### src/rtl/trigger_window_reader.sv
// trigger_window_reader: arms on request, waits for the detector's trigger edge,
// then streams the pre/post-trigger window out of the circular buffer as one
// AXI-Stream packet.
// Optional build macro READER_HEADER_EN: prepends one header beat carrying the
// latched trigger offset.
module trigger_window_reader #(
  parameter int DATA_WIDTH   = 16,
  parameter int ADDR_WIDTH   = 10,
  parameter int OFFSET_DELAY = 2
) (
  input  logic                  clk,
  input  logic                  rst,
  input  logic                  arm,
  input  logic                  trigger,
  input  logic [31:0]           trigger_offset,
  input  logic                  wr_valid,
  input  logic [ADDR_WIDTH-1:0] pre_len,
  input  logic [ADDR_WIDTH-1:0] post_len,
  output logic                  mem_rd_en,
  output logic [ADDR_WIDTH-1:0] mem_rd_addr,
  input  logic [DATA_WIDTH-1:0] mem_rd_data,
  output logic [DATA_WIDTH-1:0] m_axis_tdata,
  output logic                  m_axis_tvalid,
  input  logic                  m_axis_tready,
  output logic                  m_axis_tlast,
  output logic                  busy,
  output logic                  done
);

  typedef enum logic [2:0] {
    IDLE      = 3'd0,
    ARMED     = 3'd1,
    TRIG_WAIT = 3'd2,
    POST      = 3'd3,
    READ      = 3'd4,
    DONE      = 3'd5
  } state_t;

  localparam logic [ADDR_WIDTH:0] DEPTH    = {1'b1, {ADDR_WIDTH{1'b0}}};
  localparam logic [2:0]          DLY_LAST = 3'(OFFSET_DELAY - 1);

  state_t                state;
  logic                  trig_q;
  logic                  trig_edge;
  logic [2:0]            dly;
  logic [ADDR_WIDTH-1:0] pre_q;
  logic [ADDR_WIDTH-1:0] post_q;
  logic [ADDR_WIDTH-1:0] post_cnt;
  logic [ADDR_WIDTH-1:0] rd_addr;
  logic [ADDR_WIDTH:0]   len_q;
  logic [ADDR_WIDTH:0]   issued;
  logic [ADDR_WIDTH:0]   len_raw;
  logic [ADDR_WIDTH:0]   len_clamp;
  logic [ADDR_WIDTH-1:0] post_clamp;
  logic                  enter_read;

  logic [DATA_WIDTH:0]   fifo [2];
  logic                  wptr;
  logic                  rptr;
  logic [1:0]            occ;
  logic                  inflight;
  logic                  inflight_last;
  logic                  pop;
  logic                  push;
  logic [DATA_WIDTH:0]   push_word;
  logic [DATA_WIDTH:0]   head;
  logic [2:0]            level;
  logic                  rd_issue;
  logic                  hdr_push;
  logic [DATA_WIDTH:0]   hdr_word;
  logic                  unused_offset_bits;

  assign unused_offset_bits = ^trigger_offset[31:ADDR_WIDTH];

  assign trig_edge  = trigger & ~trig_q;
  assign enter_read = (state == POST) && (post_cnt >= post_q);

  // Window length with post_len clamped so the window never exceeds the buffer
  always_comb begin
    len_raw = {1'b0, pre_len} + {1'b0, post_len} + (ADDR_WIDTH+1)'(1);
    if (len_raw > DEPTH) begin
      post_clamp = '1 - pre_len;
      len_clamp  = DEPTH;
    end else begin
      post_clamp = post_len;
      len_clamp  = len_raw;
    end
  end

  // Previous trigger level for rising-edge detection
  always_ff @(posedge clk) begin
    if (rst) trig_q <= 1'b0;
    else     trig_q <= trigger;
  end

`ifdef READER_HEADER_EN
  logic [31:0]            offset_q;
  logic [DATA_WIDTH+31:0] hdr_ext;

  // Trigger offset captured for the header beat alongside the start address
  always_ff @(posedge clk) begin
    if (rst)                                    offset_q <= '0;
    else if (state == TRIG_WAIT && dly == DLY_LAST) offset_q <= trigger_offset;
  end

  assign hdr_ext  = {{DATA_WIDTH{1'b0}}, offset_q};
  assign hdr_push = enter_read;
  assign hdr_word = {1'b0, hdr_ext[DATA_WIDTH-1:0]};
`else
  assign hdr_push = 1'b0;
  assign hdr_word = '0;
`endif

  // Read issue: the projected FIFO level counts the read still in flight, so
  // the read enable is combinational on tready to keep one beat per cycle.
  assign pop           = m_axis_tvalid & m_axis_tready;
  assign level         = {1'b0, occ} + {2'b0, inflight} - {2'b0, pop};
  assign rd_issue      = (state == READ) && (issued < len_q) && (level < 3'd2);
  assign mem_rd_en     = rd_issue;
  assign mem_rd_addr   = rd_addr;

  assign head          = fifo[rptr];
  assign m_axis_tvalid = (occ != 2'd0);
  assign m_axis_tdata  = m_axis_tvalid ? head[DATA_WIDTH-1:0] : '0;
  assign m_axis_tlast  = m_axis_tvalid & head[DATA_WIDTH];
  assign busy          = (state != IDLE);
  assign done          = (state == DONE);

  assign push          = inflight | hdr_push;
  assign push_word     = inflight ? {inflight_last, mem_rd_data} : hdr_word;

  // Acquisition sequencing, post-trigger counting and read address generation
  always_ff @(posedge clk) begin
    if (rst) begin
      state    <= IDLE;
      dly      <= '0;
      pre_q    <= '0;
      post_q   <= '0;
      post_cnt <= '0;
      rd_addr  <= '0;
      len_q    <= '0;
      issued   <= '0;
    end else begin
      case (state)
        IDLE: if (arm) state <= ARMED;
        ARMED: begin
          if (trig_edge) begin
            state    <= TRIG_WAIT;
            dly      <= '0;
            post_cnt <= '0;
            pre_q    <= pre_len;
            post_q   <= post_clamp;
            len_q    <= len_clamp;
          end
        end
        TRIG_WAIT: begin
          if (dly == DLY_LAST) begin
            rd_addr <= trigger_offset[ADDR_WIDTH-1:0] - pre_q;
            state   <= POST;
          end else begin
            dly <= dly + 3'd1;
          end
        end
        POST: begin
          if (enter_read) begin
            issued <= '0;
            state  <= READ;
          end
        end
        READ: if (pop && m_axis_tlast) state <= DONE;
        DONE: state <= IDLE;
        default: state <= IDLE;
      endcase

      if ((state == TRIG_WAIT || state == POST) && wr_valid && post_cnt < post_q)
        post_cnt <= post_cnt + 1'b1;

      if (rd_issue) begin
        rd_addr <= rd_addr + 1'b1;
        issued  <= issued + 1'b1;
      end
    end
  end

  // Two-entry output FIFO fed by the one-cycle read pipeline (or the header)
  always_ff @(posedge clk) begin
    if (rst) begin
      fifo[0]       <= '0;
      fifo[1]       <= '0;
      wptr          <= 1'b0;
      rptr          <= 1'b0;
      occ           <= '0;
      inflight      <= 1'b0;
      inflight_last <= 1'b0;
    end else begin
      inflight      <= rd_issue;
      inflight_last <= ((issued + (ADDR_WIDTH+1)'(1)) == len_q);
      if (push) begin
        fifo[wptr] <= push_word;
        wptr       <= ~wptr;
      end
      if (pop) rptr <= ~rptr;
      occ <= occ + {1'b0, push} - {1'b0, pop};
    end
  end

endmodule

### config.mk
export PLATFORM = sky130hd
export DESIGN_NAME = trigger_window_reader
export DESIGN_NICKNAME = d
export VERILOG_FILES = /design/src/rtl/trigger_window_reader.sv
export SDC_FILE = /design/constraint.sdc
export NUM_CORES = 1
export LEC_CHECK = 0
export CORE_UTILIZATION = 40
export CTS_BUF_LIST = sky130_fd_sc_hd__clkbuf_16
export CTS_CLUSTER_DIAMETER = 120
export DETAILED_ROUTE_END_ITERATION = 6
export HOLD_SLACK_MARGIN = 0.12
export PLACE_DENSITY = 0.63
export SLEW_MARGIN = 25
export SYNTH_ARGS = -nofsm -noshare
export SYNTH_HDL_FRONTEND = slang
export SYNTH_SLANG_ARGS = --single-unit
export TNS_END_PERCENT = 20
### constraint.sdc
create_clock -name clk -period 7.8 [get_ports clk]
set_clock_uncertainty 0.2 [all_clocks]
set_input_delay 1.56 -clock clk [delete_from_list [all_inputs] [get_ports clk]]
set_output_delay 1.56 -clock clk [all_outputs]
set_load 0.03 [all_outputs]
==> results.toml <==
[grt]
track_usage_pct = 18.5
antenna_found_initial = 0
grt_pass1_vias = 5056
grt_first_pass_wirelength_mm = 24.2
grt-ovfl-total = 0
grt_max_degree = 63

[timing]
grt_setup_unrepaired = "no"
slew_headroom_pct = 33.2
finalSetupViolations = 0
finalHoldViolCount = 0
drv_slew = 0
min_period_over_period_pct = 87.9
hold_ws_ns = 0.257
min_period_ns = 6.86
tns_ns = 0
timing.fmax_ghz = 0.146
worst_pin_slew_ns = 1.00

[power_and_ir_drop]
p_per_area_nw_per_um2 = 202
peakVddDrop_mv = 0.121
power_mw = 1.57
leakage_nw = 2.87

[cells_and_area]
final_cells = 1015
area_delta_synth_final_pct = 20.6
n_antenna_cell = 0
n_fill_cell = 1474
nets = 918
drive_above_1_share_pct = 5.88

[synthesis]
synth_edf_count = 34
synth_top_area_cell = "dfxtp_1"
synthTopCellsByCount = "dfxtp_1 (76), nand2_1 (70), nor2_1 (57)"
synth-seq-area-share_pct = 39.4
synth-main-ff-cell = "dfxtp_1"
synth.avg_cell_area_um2 = 8.91
synthArstFlopShare_pct = 0
yosys.area.top_type_share_pct = 23.6
synth_most_common_cell = "dfxtp_1"
synth.area.top_cells = "dfxtp_1 (24%), edfxtp_1 (16%), ha_1 (9.1%)"
ys_types = 57
syn_inst = 724
synth_area_um2 = 6450
yosysWarnings = 0
syn_nets = 848
synth_seq_cells = 110

[die]
die_h_um = 129
die_x_um = 129
start_util_pct = 40.8
io_pins = 105
dieArea_um2 = 16600
rows = 46
core_um2 = 15800

[worst_setup_path]
critical_path_buf_inv_count = 4
worstSetupPathType = "input pin to output port"
cp-end-kind = "output port"
crit_arrival_ns = 5.10
slowest_delay_ns = 0.75
path_cells = "clkdlybuf4s50_1 > nor2b_1 > ha_1 > inv_1 > ha_1 > fa_1 > nor3_1 > nand4_1 > or2_2 > inv_1 > clkdlybuf4s50_1"
critPathRequiredTime_ns = 6.04
rr_worst_depth = 16
crit_slowest_cell = "clkdlybuf4s50_1"
cpLargestDelayFamily = "buffers and inverters"
worstSetupStartpointType = "input pin"
path_max_fanout = 13
critical_path_cell_count = 11

[drt]
wl_per_cell_um = 14.6
drt-total-wl_mm = 14.8
route.detailed.drc = 0
vias = 5279
routed.top_layer = "met4"
drt_iter0_drc = 189
wl_met2_mm = 7.06
dr.pass1.iters = 4
antenna_left = 0
wl_met1_mm = 7.06
avgViaCountPerCell = 5.20
routed-wl-met3_um = 421

[min_path]
hp-class = "flip-flop to flip-flop"
hold_depth = 2

[clocking]
cts_max_path_buffers = 2
clk_latency_ns = 0.35
cts_resized = 0
post_cts_buffers = 0
cts_buffers = 9
h-tree-depth = 3
cts_hold_buf = 0
root_buffer = "clkbuf_16"
cts_tree = "done"
clk_pin_slew_ns = 0.07
clock_sinks = 110

[placed_design]
dp_hpwl_mm = 10.9
place_congestion = 0.866
placed_cells = 999
port_buffers = 82

[job]
maxCapViolations = 0

[outcome]
status = "finished, final reports clean"
## registers in the layout, summed over array words and instances (netlist names), named ones only
name,count
rptr,1
inflight,1
state,3
wptr,1
post_q,10
mem_rd_addr,10
dly,3
len_q,11
post_cnt,10
issued,11
fifo,34
occ,2
pre_q,10
trig_q,1
inflight_last,1
## routing by layer
metal / up-vias / track usage (%)
met5: - / 0
met4: 0 / 7.47
met3: 16 / 2.60
met2: 86 / 32.1
met1: 2494 / 23.1
li1: 2683 / -
## where the power goes
group / leakage, nW / internal, mW / total (mW) / switching [mW]
clock network: 0.151 / 0.254 / 0.476 / 0.222
registers: 0.966 / 0.614 / 0.648 / 0.0342
logic: 1.75 / 0.199 / 0.450 / 0.251
total: 2.87 / 1.07 / 1.57 / 0.507
## worst paths after layout
check	from	endpoint	slack, ns
worst max-delay path	m_axis_tready	mem_rd_en	0.94
worst min-delay path	pre_q[3]	pre_q[3]	0.26
worst max register to register	occ[1]	issued[9]	3.74
worst min register to register	pre_q[3]	pre_q[3]	0.26
## worst min-delay path, delay by kind of cell, from the launching register on
kind	cells	cell delay, ns
and+or+nand+nor	1	0.05
DFF	1	0.31
AOI/OAI and AO/OA	1	0.05
## final cells by class
cell class                 instances  area (µm²)  share of cell area, %
timing repair buffer              90         880                   11.3
multi-input combinational        532        3600                   46.2
tap                              216         270                   3.47
clock inverter                     7        81.3                   1.04
inverter                          51         191                   2.46
clock buffer                       9         225                   2.89
sequential                       110        2540                   32.7
## per-stage QoR
step	utilization, %	area [µm²]	worst slack (ns)
2_1_floorplan	-	6450	2.21
3_3_place_gp	47.2	7470	1.01
3_5_place_dp	47.3	7480	0.975
4_1_cts	49.2	7790	0.952
5_1_grt	49.2	7790	0.790
6_report	49.2	7790	0.943
## cells by family (layout without fill, tap and decap cells)
group                      Yosys count  in the layout  share of synthesized area [%]
muxes                               21             21                           3.30
xor gates and xnor gates            42             42                           5.70
buffers and inverters               82            157                           5.00
DFF                                110            110                           39.4
AOI/OAI and AO/OA                  151            151                           16.2
and+or+nand+nor                    268            268                           20.4
adders and majority gates           50             50                           10.0
## placed cells by master (no fill, tap or decap), drive strengths merged, types with 19 or more instances in the layout
master / synthesis / layout
clkdlybuf4s50: 0 / 81
dfxtp: 76 / 76
nand2: 70 / 70
nor2: 57 / 57
inv: 50 / 54
ha: 47 / 47
a21oi: 43 / 43
and2: 36 / 36
o21ai: 36 / 36
edfxtp: 34 / 34
nand3: 28 / 28
xnor2: 25 / 25
mux2i: 19 / 19
Note: power is estimated with default switching activity, not from simulation.
